File: config.mk
export PLATFORM = sky130hd
export DESIGN_NAME = hazard_stall_unit
export DESIGN_NICKNAME = d
export VERILOG_FILES = /design/src/rtl/hazard_stall_unit.sv
export SDC_FILE = /design/constraint.sdc
export NUM_CORES = 1
export LEC_CHECK = 0
export CAP_MARGIN = 20
export CORE_MARGIN = 2
export CORE_UTILIZATION = 25
export DETAILED_ROUTE_END_ITERATION = 8
export MAX_ROUTING_LAYER = met4
export PLACE_DENSITY = 0.54
export SLEW_MARGIN = 20
export SYNTH_ARGS = -nofsm -noshare
export SYNTH_HDL_FRONTEND = slang
export SYNTH_SLANG_ARGS = --single-unit
File: constraint.sdc
create_clock -name clk -period 4.51 [get_ports clk]
set_input_delay 0.6765 -clock clk [delete_from_list [all_inputs] [get_ports clk]]
set_output_delay 0.6765 -clock clk [all_outputs]
set_load 0.05 [all_outputs]
File: src/rtl/hazard_stall_unit.sv
// Pipeline freeze/bubble control: load-use hazard detection, memory-wait hold with
// a watchdog timeout, and a saturating stall-cycle counter.
module hazard_stall_unit #(
    parameter int unsigned REG_AW  = 16,
    parameter int unsigned TIMEOUT = 64
) (
    input  logic              clk,
    input  logic              rest,
    input  logic [REG_AW-1:0] id_rs,
    input  logic [REG_AW-1:0] id_rt,
    input  logic              id_uses_rs,
    input  logic              id_uses_rt,
    input  logic              ex_mem_read,
    input  logic [REG_AW-1:0] ex_rt,
    input  logic              mem_req,
    input  logic              mem_ready,
    output logic              pc_freeze,
    output logic              ifid_freeze,
    output logic              idex_freeze,
    output logic              exmem_freeze,
    output logic              idex_bubble,
    output logic              mem_timeout,
    output logic [15:0]       stall_count,
    output logic              fsm_state
);

    localparam int unsigned WCW = $clog2(TIMEOUT);
    localparam logic [WCW-1:0] WAIT_LAST = WCW'(TIMEOUT - 1);

    typedef enum logic {
        RUN      = 1'b0,
        MEM_WAIT = 1'b1
    } state_t;

    state_t         state, state_nx;
    logic [WCW-1:0] wait_cnt, wait_cnt_nx;
    logic           set_timeout;
    logic           hazard;
    logic           wd_fire;
    logic           mem_stall;

    always_ff @(posedge clk or negedge rest) begin
        if (!rest) begin
            state       <= RUN;
            wait_cnt    <= '0;
            mem_timeout <= 1'b0;
            stall_count <= '0;
        end else begin
            state    <= state_nx;
            wait_cnt <= wait_cnt_nx;
            if (set_timeout) begin
                mem_timeout <= 1'b1;
            end
            if (pc_freeze && (stall_count != '1)) begin
                stall_count <= stall_count + 16'd1;
            end
        end
    end

    always_comb begin
        hazard = ex_mem_read && (ex_rt != '0) &&
                 ((id_uses_rs && (id_rs == ex_rt)) || (id_uses_rt && (id_rt == ex_rt)));
        wd_fire   = (state == MEM_WAIT) && (wait_cnt == WAIT_LAST) && !mem_ready;
        mem_stall = ((state == RUN) && mem_req && !mem_ready) ||
                    ((state == MEM_WAIT) && !mem_ready && !wd_fire);

        state_nx    = state;
        wait_cnt_nx = wait_cnt;
        set_timeout = 1'b0;
        case (state)
            RUN: begin
                if (mem_req && !mem_ready) begin
                    state_nx    = MEM_WAIT;
                    wait_cnt_nx = WCW'(1);
                end
            end
            MEM_WAIT: begin
                if (mem_ready) begin
                    state_nx    = RUN;
                    wait_cnt_nx = '0;
                end else if (wd_fire) begin
                    state_nx    = RUN;
                    wait_cnt_nx = '0;
                    set_timeout = 1'b1;
                end else begin
                    wait_cnt_nx = wait_cnt + WCW'(1);
                end
            end
            default: begin
                state_nx    = RUN;
                wait_cnt_nx = '0;
            end
        endcase

        pc_freeze    = 1'b0;
        ifid_freeze  = 1'b0;
        idex_freeze  = 1'b0;
        exmem_freeze = 1'b0;
        idex_bubble  = 1'b0;
        // Controls are gated by reset so they drop asynchronously, even if inputs still request a stall.
        if (rest) begin
            if (mem_stall) begin
                pc_freeze    = 1'b1;
                ifid_freeze  = 1'b1;
                idex_freeze  = 1'b1;
                exmem_freeze = 1'b1;
            end else if (hazard) begin
                pc_freeze   = 1'b1;
                ifid_freeze = 1'b1;
                idex_bubble = 1'b1;
            end
        end
    end

    assign fsm_state = state;

endmodule

# Yosys cells after proc, flatten, opt, wreduce, memory -nomap -nowiden
# Index checks and enable logic that the tools add are counted.
# Widths: inputs -> output; s select.
# classes
add_sub_neg,2
eq_ne,5
mux,18
n_bitwise,1
reduce_logical,17
# op_table
operator,count
$eq 16x16->1,2
$mux 6,3
$add 16x1->16 const B,1
$ne 16x16->1 const B,1
$reduce_bool 16->1,1
$mux 1,13
$logic_and 1x1->1,12
$pmux 6 s2,1
$add 6x1->6 const B,1
$eq 6x6->1 const B,1
$logic_not 1->1,2
$logic_or 1x1->1,2
$ne 2x1->1 const B,1
$pmux 1 s2,1
$not 1->1,1
# word_totals
ff_bits,24
in_bits,55
out_inout_bits,23

# Logic depth before layout (Yosys ltp)
# Gate-level depths: netlist of run 1.
# logic_depth
word_depth,9
depth_mapped,8

# Least setup slack after synthesis of run 1
# Ideal clock, no wire load.
# synth_timing
path_kind,input -> output
start,in ex_rt[13]
end,out pc_freeze
t_arrival_ns,2.269
slack_ns,1.565
path_stages,6
n_path_buf,1
cell_sequence,xor2_1 -> nor4_1 -> nand3_1 -> o22ai_4 -> or2_1 -> buf_4
# synth_between
elab_chain_cells,7
# synth_rtl
item,line_no,source
from (decl),14,"input logic [REG_AW-1:0] ex_rt,"
$eq 16x16->1,62,((id_uses_rs && (id_rs == ex_rt)) || (id_uses_rt && (id_rt == ex_rt)));
$logic_and 1x1->1,62,
$logic_or 1x1->1,62,
$logic_and 1x1->1 *,61,hazard = ex_mem_read && (ex_rt != '0) &&
$mux 1 * (3 in a row),n/a,
to (decl),17,"output logic pc_freeze,"
# Mark *: on every way between the ends. The rest lies on a longest branch, timed or not.

# Worst setup path after layout of run 1
# layout_timing
start,in ex_rt[2]
end,out idex_bubble
# layout_between
elab_chain_cells,7
# layout_rtl
item,line_no,source
$eq 16x16->1,62,
$logic_and 1x1->1,62,
$logic_or 1x1->1,62,
$logic_and 1x1->1 *,61,
$mux 1 *,107,end else if (hazard) begin
$mux 1 *,102,if (mem_stall) begin
$mux 1 *,101,if (rest) begin
to (decl),21,"output logic idex_bubble,"
# Marks and branches as above.

==> results of run 1 <==
-- layout by cell type, fill, tap and decap left out, types with 4 or more instances in the layout --
cell type,instances
xnor2_1,10
inv_1,4
nor4_1,15
o211ai_2,6
clkdlybuf4s50_1,75
o21ai_0,8
o2111ai_1,5
xor2_1,34
nor2_1,7
dfrtp_1,24
nand3_1,9
and3_1,4
nand2_1,12
-- Yosys cell counts (2+ instances only) --
cell type	count
a22o_1	2
a22oi_1	2
and2_1	2
and3_1	4
buf_4	2
buf_6	3
dfrtp_1	24
ha_1	2
inv_1	4
mux2_2	3
nand2_1	12
nand3_1	9
nand4_1	3
nand4b_1	3
nor2_1	7
nor3_1	3
nor4_1	15
o2111ai_1	5
o211ai_2	6
o21a_4	2
o21ai_0	8
xnor2_1	10
xor2_1	34
-- per-layer routing --
| metal | global-route usage | part of all wire | vias to the layer above | wire, um |
|---|---|---|---|---|
| met2 | 0.215 | 0.47 | 66 | 2430 |
| met1 | 0.168 | 0.43 | 782 | 2200 |
| li1 | - | - | 841 | - |
| met3 | 0.0268 | 0.078 | 9 | 398 |
| met4 | 0.0436 | 0.019 | 0 | 98 |
| met5 | - | 0 | - | 0 |
-- registers in the layout, summed over array words and instances (netlist names) --
register and flops:
stall_count 16, mem_timeout 1, wait_cnt 6, fsm_state 1
-- worst max-delay path by stage --
| stage | to | slack [ps] | cells after the start |
|---|---|---|---|
| CTS | idex_bubble | 690 | 8 |
| global placement | idex_bubble | 670 | 8 |
| detailed placement | idex_bubble | 700 | 8 |
| global route | idex_bubble | 540 | 8 |
| floorplan | pc_freeze | 1560 | 6 |
| finish | idex_bubble | 720 | 8 |
-- power groups by stage --
stage          combinational [mW]  clock, mW  sequential [mW]
2_1_floorplan               0.112          0            0.369
3_3_place_gp                0.338          0            0.288
3_5_place_dp                0.339          0            0.289
4_1_cts                     0.340      0.197            0.284
5_1_grt                     0.358      0.201            0.292
6_report                    0.337      0.191            0.284
-- area by class of cell --
class                   instances  area share
clock buffers                   3      0.0148
clock inverters                 1      0.0107
well taps                      99      0.0443
flip-flops and latches         24       0.215
multi-input cells             150       0.422
inverters                       4     0.00537
repair buffers                 79       0.288
-- cell families (layout without fill, tap and decap cells) --
| kind of cell | count (synthesis) | in the layout |
|---|---|---|
| AOI/OAI and AO/OA | 34 | 34 |
| buffers and inverters | 10 | 87 |
| adders and majority gates | 2 | 2 |
| muxes | 5 | 5 |
| and+or+nand+nor | 65 | 65 |
| DFF | 24 | 24 |
| xor gates and xnor gates | 44 | 44 |
-- worst reg2reg max path, delay by kind of cell, from the launching register on --
family / cells / cell delay (ps)
multiplexers: 1 / 290
flip-flops: 1 / 440
adder cells (fa/ha/maj): 1 / 260
AO/OA/AOI/OAI: 1 / 230
AND/OR/NAND/NOR: 3 / 780
==> flow_summary.toml, run 1 <==
[outcome]
status = "complete, no violations"

[cts]
clk_latency_ps = 270
cts_tree = "built"
postCtsHoldBufs = 0
clk_pin_slew_worst_paths_ps = 80
cts-root-buf = "clkbuf_8"
h-tree-depth = 1
cts_buffer_depth = 2
cts_resized = 0
cts_setup_buffers = 0
cts_made_buffers = 3
clock_sinks = 24

[worst_hold_path]
hold_depth = 1
min_path_type = "reg -> reg"
hold_start = "mem_timeout$_DFFE_PN0P_"
hold_path_end = "mem_timeout$_DFFE_PN0P_"

[sta]
fin_crit_ps = 3790
setup_viol = 0
finalHoldViolCount = 0
tightest_slew_ps = 723
hold_slack_ps = 480
period_share = 0.841
fmax_ghz = 0.264
rsz0062_at_grt = "false"
tns_ps = 0
setup_ws_ps = 716
drv_slew = 0
slew_headroom = 0.517
finClkSkew_ps = 8.96

[placed_design]
dp_slack_ps = 702
gp_congestion = 0.796
place_area_mm2 = 0.00272
dpl.cell_count = 356
port_buffers = 77
hpwl_mm = 4.29

[power]
p_leak_nw = 1.04
pwr-share-seq = 0.350
finalPower_mw = 0.812
power_frac_comb = 0.415
switching_share = 0.373
power_frac_clock = 0.235
powerDensity_mw_per_mm2 = 290
internal-power_mw = 0.509
power.switching_mw = 0.303
vdd_ir_drop_max_mv = 0.113

[synthesis]
ys_types = 42
synth_mux_area_frac = 0.0318
yosys_warnings = 0
ys_async_sr_fraction = 1.00
synth_area_per_cell_um2 = 10.0
ys_ff_latch = 24
ys_seq_area_frac = 0.325
synth-adder-area-share = 0.0135
yosysTopAreaCell = "dfrtp_1"
synth-edff-count = 0
synth-compound-area-share = 0.183
ys_top_cells_by_area = "dfrtp_1, xor2_1, nor4_1"
synth_top_family_by_area = "XOR/XNOR gates"
syn_inst = 184
synth-xor-area-share = 0.209
syn_nets = 241
synth_simple_gate_area_share = 0.201
synth_top_cell_area_share = 0.325
ys.flop_type = "dfrtp_1"
synth_area_mm2 = 0.00185

[setup_path]
slowest_stage = "clkdlybuf4s50_1"
critPathRequiredTime_ps = 3830
crit_start = "ex_rt[2]"
r2r-end = "stall_count[1]$_DFFE_PN0P_"
critical_path.most_common_cell = "clkdlybuf4s50_1"
slowest_delay_ps = 820
crit_chain = "clkdlybuf4s50_1 > xor2_1 > nor4_1 > nand2_1 > nor4b_1 > o21ai_0 > nor2_1 > clkdlybuf4s50_1"
cp-start-kind = "input port"
crit_arrival_ps = 3120
path_delay_family = "buffers and inverters"
path_class = "in -> out"
cp.buffers_inverters = 2
rr_startpoint = "stall_count[0]$_DFFE_PN0P_"
critPathMaxFanout = 3
r2r_slack_ps = 2400
end_kind = "primary output"
reg2reg_depth = 6

[final_layout]
areaGrowthSynthToFinish_pct = 51.3
drive_gt1_frac = 0.103
regArea_um2 = 601
n_antenna_cell = 0
nets = 319
final_area_mm2 = 0.00280
instances_no_fill = 360
fillers = 722
utilization = 0.387
multi_input_area_mm2 = 0.00118

[drt]
post-route-drc-count = 0
wl_per_cell_um = 14.2
drt_wl_total_mm = 5.13
dr.first_iter.drc_count = 77
vias = 1698
antenna_left = 0
first_pass_iters = 4
viasPerCell = 4.72

[global_route]
grt_pass1_wl_mm = 8.58
antenna_found_initial = 0
track_usage = 0.133
grt_overflow = 0
grt_max_degree = 26
grt_pass1_vias = 1790

[floorplan]
top_level_ports = 78
num_rows = 31
die_h_um = 90.0
die_w_um = 90.0
design.core.area_mm2 = 0.00721
start_util = 0.256
dieArea_mm2 = 0.00810

[run]
cap_violations = 0
No activity file was read; power rests on OpenSTA's default activity.
==> run 2, diff against run 1 <==
==> constraint.sdc (replaced) <==
create_clock -name clk -period 3.6 [get_ports clk]
set_input_delay 0.54 -clock clk [delete_from_list [all_inputs] [get_ports clk]]
set_output_delay 0.54 -clock clk [all_outputs]
set_load 0.05 [all_outputs]
==> run 2 against run 1 <==
Against the previous run: cell count is 0.28% higher; sequential share of layout area is 0.28 points lower; die area stayed put; non-clock buffer count is 1 higher; power is 26% higher; count of clock-buffer cells in the layout stayed put; cell area is 1.3% higher; largest power group unchanged; global-route usage is 0.36 points lower; sequential power is 25% higher; largest cell class unchanged; highest routed layer unchanged; critical path depth is 1 lower; flip-flop and latch count stayed put.
==> flow_summary.toml, run 2 (synthesis gave the netlist of run 1 again) <==
[floorplan]
die_h_um = 90.0
design.core.area_mm2 = 0.00721
top_level_ports = 78
num_rows = 31
start_util = 0.256
dieArea_mm2 = 0.00810
die_w_um = 90.0

[cts]
cts_buffer_depth = 2
postCtsHoldBufs = 0
cts_setup_buffers = 0
cts_made_buffers = 3
cts_resized = 0
clk_pin_slew_worst_paths_ps = 90
h-tree-depth = 1
cts_tree = "built"
cts-root-buf = "clkbuf_8"
clock_sinks = 24
clk_latency_ps = 270

[sta]
drv_slew = 0
slew_headroom = 0.515
period_share = 0.850
fmax_ghz = 0.327
rsz0062_at_grt = "false"
finalHoldViolCount = 0
tightest_slew_ps = 726
fin_crit_ps = 3060
setup_ws_ps = 541
tns_ps = 0
finClkSkew_ps = 3.93
setup_viol = 0

[setup_path]
crit_arrival_ps = 2520
r2r_slack_ps = 1410
crit_start = "ex_rt[3]"
r2r-end = "stall_count[14]$_DFFE_PN0P_"
path_class = "in -> out"
cp-start-kind = "input port"
end_kind = "primary output"
critPathMaxFanout = 4
reg2reg_depth = 7
endpoint = "pc_freeze"
critPathRequiredTime_ps = 3060
rr_startpoint = "wait_cnt[0]$_DFFE_PN0P_"

[power]
p_leak_nw = 1.06
powerDensity_mw_per_mm2 = 360
vdd_ir_drop_max_mv = 0.0995

[drt]
post-route-drc-count = 0
antenna_left = 0
drt_wl_total_mm = 5.12
first_pass_iters = 4
wl_per_cell_um = 14.2
vias = 1687
viasPerCell = 4.67
dr.first_iter.drc_count = 73

[placed_design]
port_buffers = 77
dp_slack_ps = 547
hpwl_mm = 4.23
gp_congestion = 0.797

[global_route]
antenna_found_initial = 0
grt_pass1_vias = 1746
grt_pass1_wl_mm = 8.36
grt_overflow = 0
track_usage = 0.129
grt_max_degree = 26

[final_layout]
final_common_cell = "clkdlybuf4s50_1"
areaGrowthSynthToFinish_pct = 53.3
top_register = "stall_count"
reg_top3 = "stall_count x16, wait_cnt x6"
final_cell_mix = "clkdlybuf4s50_1, xor2_1, dfrtp_1, nor4_1, nand2_1"
nets = 320
largest_register_ffs = 16
n_antenna_cell = 0
drive_gt1_frac = 0.118

[worst_hold_path]
min_path_type = "reg -> reg"

[run]
cap_violations = 0

[outcome]
status = "complete, no violations"
[run 2: worst min path at each step]
stage,from,to,slack (ps),cells after the start
after floorplan,rest,fsm_state$_DFF_PN0_,240,0
after global placement,mem_timeout$_DFFE_PN0P_,mem_timeout$_DFFE_PN0P_,470,1
after detailed placement,mem_timeout$_DFFE_PN0P_,mem_timeout$_DFFE_PN0P_,480,1
after CTS,mem_timeout$_DFFE_PN0P_,mem_timeout$_DFFE_PN0P_,510,1
after global routing,mem_timeout$_DFFE_PN0P_,mem_timeout$_DFFE_PN0P_,520,1
final,mem_timeout$_DFFE_PN0P_,mem_timeout$_DFFE_PN0P_,500,1
[run 2: routing by layer]
layer / part of all wire / up-vias / wire [um] / global-route usage
met5: 0 / - / 0 / -
met4: 0.0082 / 0 / 42 / 0.0346
met3: 0.056 / 2 / 289 / 0.0218
met2: 0.47 / 55 / 2430 / 0.214
met1: 0.46 / 788 / 2360 / 0.165
li1: - / 842 / - / -
[run 2: report_power, final]
part | total [mW] | internal [mW] | switching [mW]
Clock | 0.242 | 0.149 | 0.0929
Sequential | 0.355 | 0.305 | 0.0502
Combinational | 0.422 | 0.186 | 0.236
[run 2: final cells by class]
class / instances / area (um^2)
Fill cell: 738 / 4380
Multi-Input combinational cell: 150 / 1180
Timing Repair Buffer: 80 / 843
Sequential cell: 24 / 601
Tap cell: 99 / 124
Clock buffer: 3 / 41.3
Clock inverter: 1 / 30.0
Inverter: 4 / 15.0
[run 2: stage by stage]
step | power [mW] | hold slack [ps] | std cells | area (um^2) | util
3_3_place_gp | 0.785 | 472 | 357 | 2760 | 0.383
6_report | 1.02 | 498 | 361 | 2830 | 0.393
5_1_grt | 1.07 | 518 | 361 | 2830 | 0.393
4_1_cts | 1.03 | 506 | 361 | 2830 | 0.393
3_5_place_dp | 0.788 | 479 | 357 | 2760 | 0.383
2_1_floorplan | 0.602 | 244 | 184 | 1850 | -
[run 2: critical path: stages]
cell,delay (ps)
clkdlybuf4s50_1,480
nor4_1,450
a41oi_1,240
nand4b_1,210
o22ai_4,80
or2_1,320
buf_12,190
==> run 3, diff against run 2 <==
--- a/config.mk
+++ b/config.mk
@@ -10,7 +10,7 @@
 export CORE_UTILIZATION = 25
 export DETAILED_ROUTE_END_ITERATION = 8
 export MAX_ROUTING_LAYER = met4
-export PLACE_DENSITY = 0.54
+export PLACE_DENSITY = 0.56
 export SLEW_MARGIN = 20
 export SYNTH_ARGS = -nofsm -noshare
 export SYNTH_HDL_FRONTEND = slang
==> constraint.sdc (replaced) <==
create_clock -name clk -period 2.5 [get_ports clk]
set_input_delay 0.375 -clock clk [delete_from_list [all_inputs] [get_ports clk]]
set_output_delay 0.375 -clock clk [all_outputs]
set_load 0.05 [all_outputs]
==> run 3 against run 2 <==
Against the previous run: the run now ends with setup timing left; worst hold slack got worse by 12 ps; core utilization is 2.7 points higher; critical path depth rose by 1; wire length is 3.8% higher; setup slack worse by 540 ps; non-clock buffer count rose by 12; clock power up 42%; clock skew down 0.99 ps; via count up 2.3%; count of clock-buffer cells in the layout stayed put; sequential power is 44% higher; critical endpoint is now idex_bubble.
==> flow_summary.toml, run 3 (synthesis gave the netlist of run 1 again) <==
[final_layout]
largest_register_ffs = 16
n_antenna_cell = 0
reg_top3 = "stall_count x16, wait_cnt x6"
final_cell_mix = "clkdlybuf4s50_1, xor2_1, dfrtp_1, buf_4, nand2_1"
nets = 332
drive_gt1_frac = 0.219
final_common_cell = "clkdlybuf4s50_1"
instances_no_fill = 373
top_register = "stall_count"
final_area_mm2 = 0.00303
fillers = 741
areaGrowthSynthToFinish_pct = 63.8

[sta]
tns_ps = -1.90
fin_crit_ps = 2500
period_share = 1.00
fmax_ghz = 0.400
setup_viol = 1
rsz0062_at_grt = "true"
finalHoldViolCount = 0
tightest_slew_ps = 683
hold_slack_ps = 486
drv_slew = 0
setup_ws_ps = -1.90
slew_headroom = 0.544
finClkSkew_ps = 2.93

[setup_path]
r2r_slack_ps = 360
end_kind = "primary output"
cp-start-kind = "input port"
path_class = "in -> out"
r2r-end = "stall_count[14]$_DFFE_PN0P_"
crit_arrival_ps = 2130
critPathRequiredTime_ps = 2120
rr_startpoint = "wait_cnt[0]$_DFFE_PN0P_"
reg2reg_depth = 7
critPathMaxFanout = 2

[cts]
cts_buffer_depth = 2
cts_made_buffers = 3
clk_pin_slew_worst_paths_ps = 90
cts_tree = "built"
postCtsHoldBufs = 0
clk_latency_ps = 270
h-tree-depth = 1
cts-root-buf = "clkbuf_8"
clock_sinks = 24
cts_setup_buffers = 0

[run]
cap_violations = 0

[drt]
wl_per_cell_um = 14.3
antenna_left = 0
viasPerCell = 4.63
drt_wl_total_mm = 5.32
post-route-drc-count = 0
dr.first_iter.drc_count = 39
vias = 1726
first_pass_iters = 4

[placed_design]
gp_congestion = 0.921
port_buffers = 77
dpl.cell_count = 369
dp_slack_ps = -179
place_area_mm2 = 0.00285
hpwl_mm = 4.31

[floorplan]
dieArea_mm2 = 0.00810
die_h_um = 90.0
num_rows = 31
design.core.area_mm2 = 0.00721
die_w_um = 90.0
top_level_ports = 78
start_util = 0.256

[worst_hold_path]
min_path_type = "reg -> reg"
hold_path_end = "mem_timeout$_DFFE_PN0P_"
hold_depth = 1
hold_start = "mem_timeout$_DFFE_PN0P_"

[power]
powerDensity_mw_per_mm2 = 489
p_leak_nw = 1.19
vdd_ir_drop_max_mv = 0.146

[outcome]
violations = "setup timing"
status = "finished, violations left"

[global_route]
grt_pass1_vias = 1852
antenna_found_initial = 0
track_usage = 0.139
grt_overflow = 0
grt_pass1_wl_mm = 9.09
grt_max_degree = 26
[run 3: changes by cell type in the layout (fill, tap and decap cells not counted), sizes merged]
cell	previous run	this run
dlymetal6s2s	0	5
clkdlybuf4s50	72	56
dlygate4sd2	0	11
buf	8	20
[run 3: final cells by class]
cell class / count / area [um^2] / area share
multi-input combinational: 150 / 1280 / 0.424
inverter: 4 / 15.0 / 0.00496
sequential: 24 / 602 / 0.199
timing repair buffer: 92 / 932 / 0.308
clock inverter: 1 / 30.0 / 0.00992
tap: 99 / 124 / 0.0409
clock buffer: 3 / 41.3 / 0.0136
[run 3: layer usage]
layer / global-route usage / up-vias / routed length [um]
met3: 0.0126 / 6 / 180
met2: 0.232 / 47 / 2560
met4: 0.0372 / 0 / 85
li1: - / 865 / -
met5: - / - / 0
met1: 0.184 / 808 / 2490
[run 3: worst max path at each step]
stage / start / to / slack (ps) / cells past startpoint
finish: id_rt[4] / idex_bubble / -2 / 8
floorplan: fsm_state$_DFF_PN0_ / pc_freeze / 60 / 7
detailed placement: ex_rt[12] / ifid_freeze / -180 / 7
global placement: ex_rt[8] / idex_bubble / -230 / 9
CTS: ex_rt[15] / idex_bubble / 1 / 8
global route: id_rt[4] / idex_bubble / -50 / 8
[run 3: through the flow]
step | power (mW) | utilization
2_1_floorplan | 0.867 | -
3_3_place_gp | 1.14 | 0.395
3_5_place_dp | 1.14 | 0.395
4_1_cts | 1.49 | 0.410
5_1_grt | 1.56 | 0.420
6_report | 1.48 | 0.420
[run 3: power breakdown]
group | switching (mW) | total [mW] | internal (mW)
combinational | 0.351 | 0.626 | 0.275
clock | 0.129 | 0.343 | 0.214
sequential | 0.0726 | 0.512 | 0.440
[run 3: timing repair]
item                                    4_1_cts  5_1_grt
pin swaps                                    14       13
gates resized for setup                      21       13
endpoints found under the setup margin        3        3
[run 3: critical path, stage by stage]
cell,delay (ps)
clkdlybuf4s50_1,450
xor2_2,180
nor4_2,260
nand2_1,120
nor4b_2,320
o21ai_1,140
nor2_2,140
buf_12,150
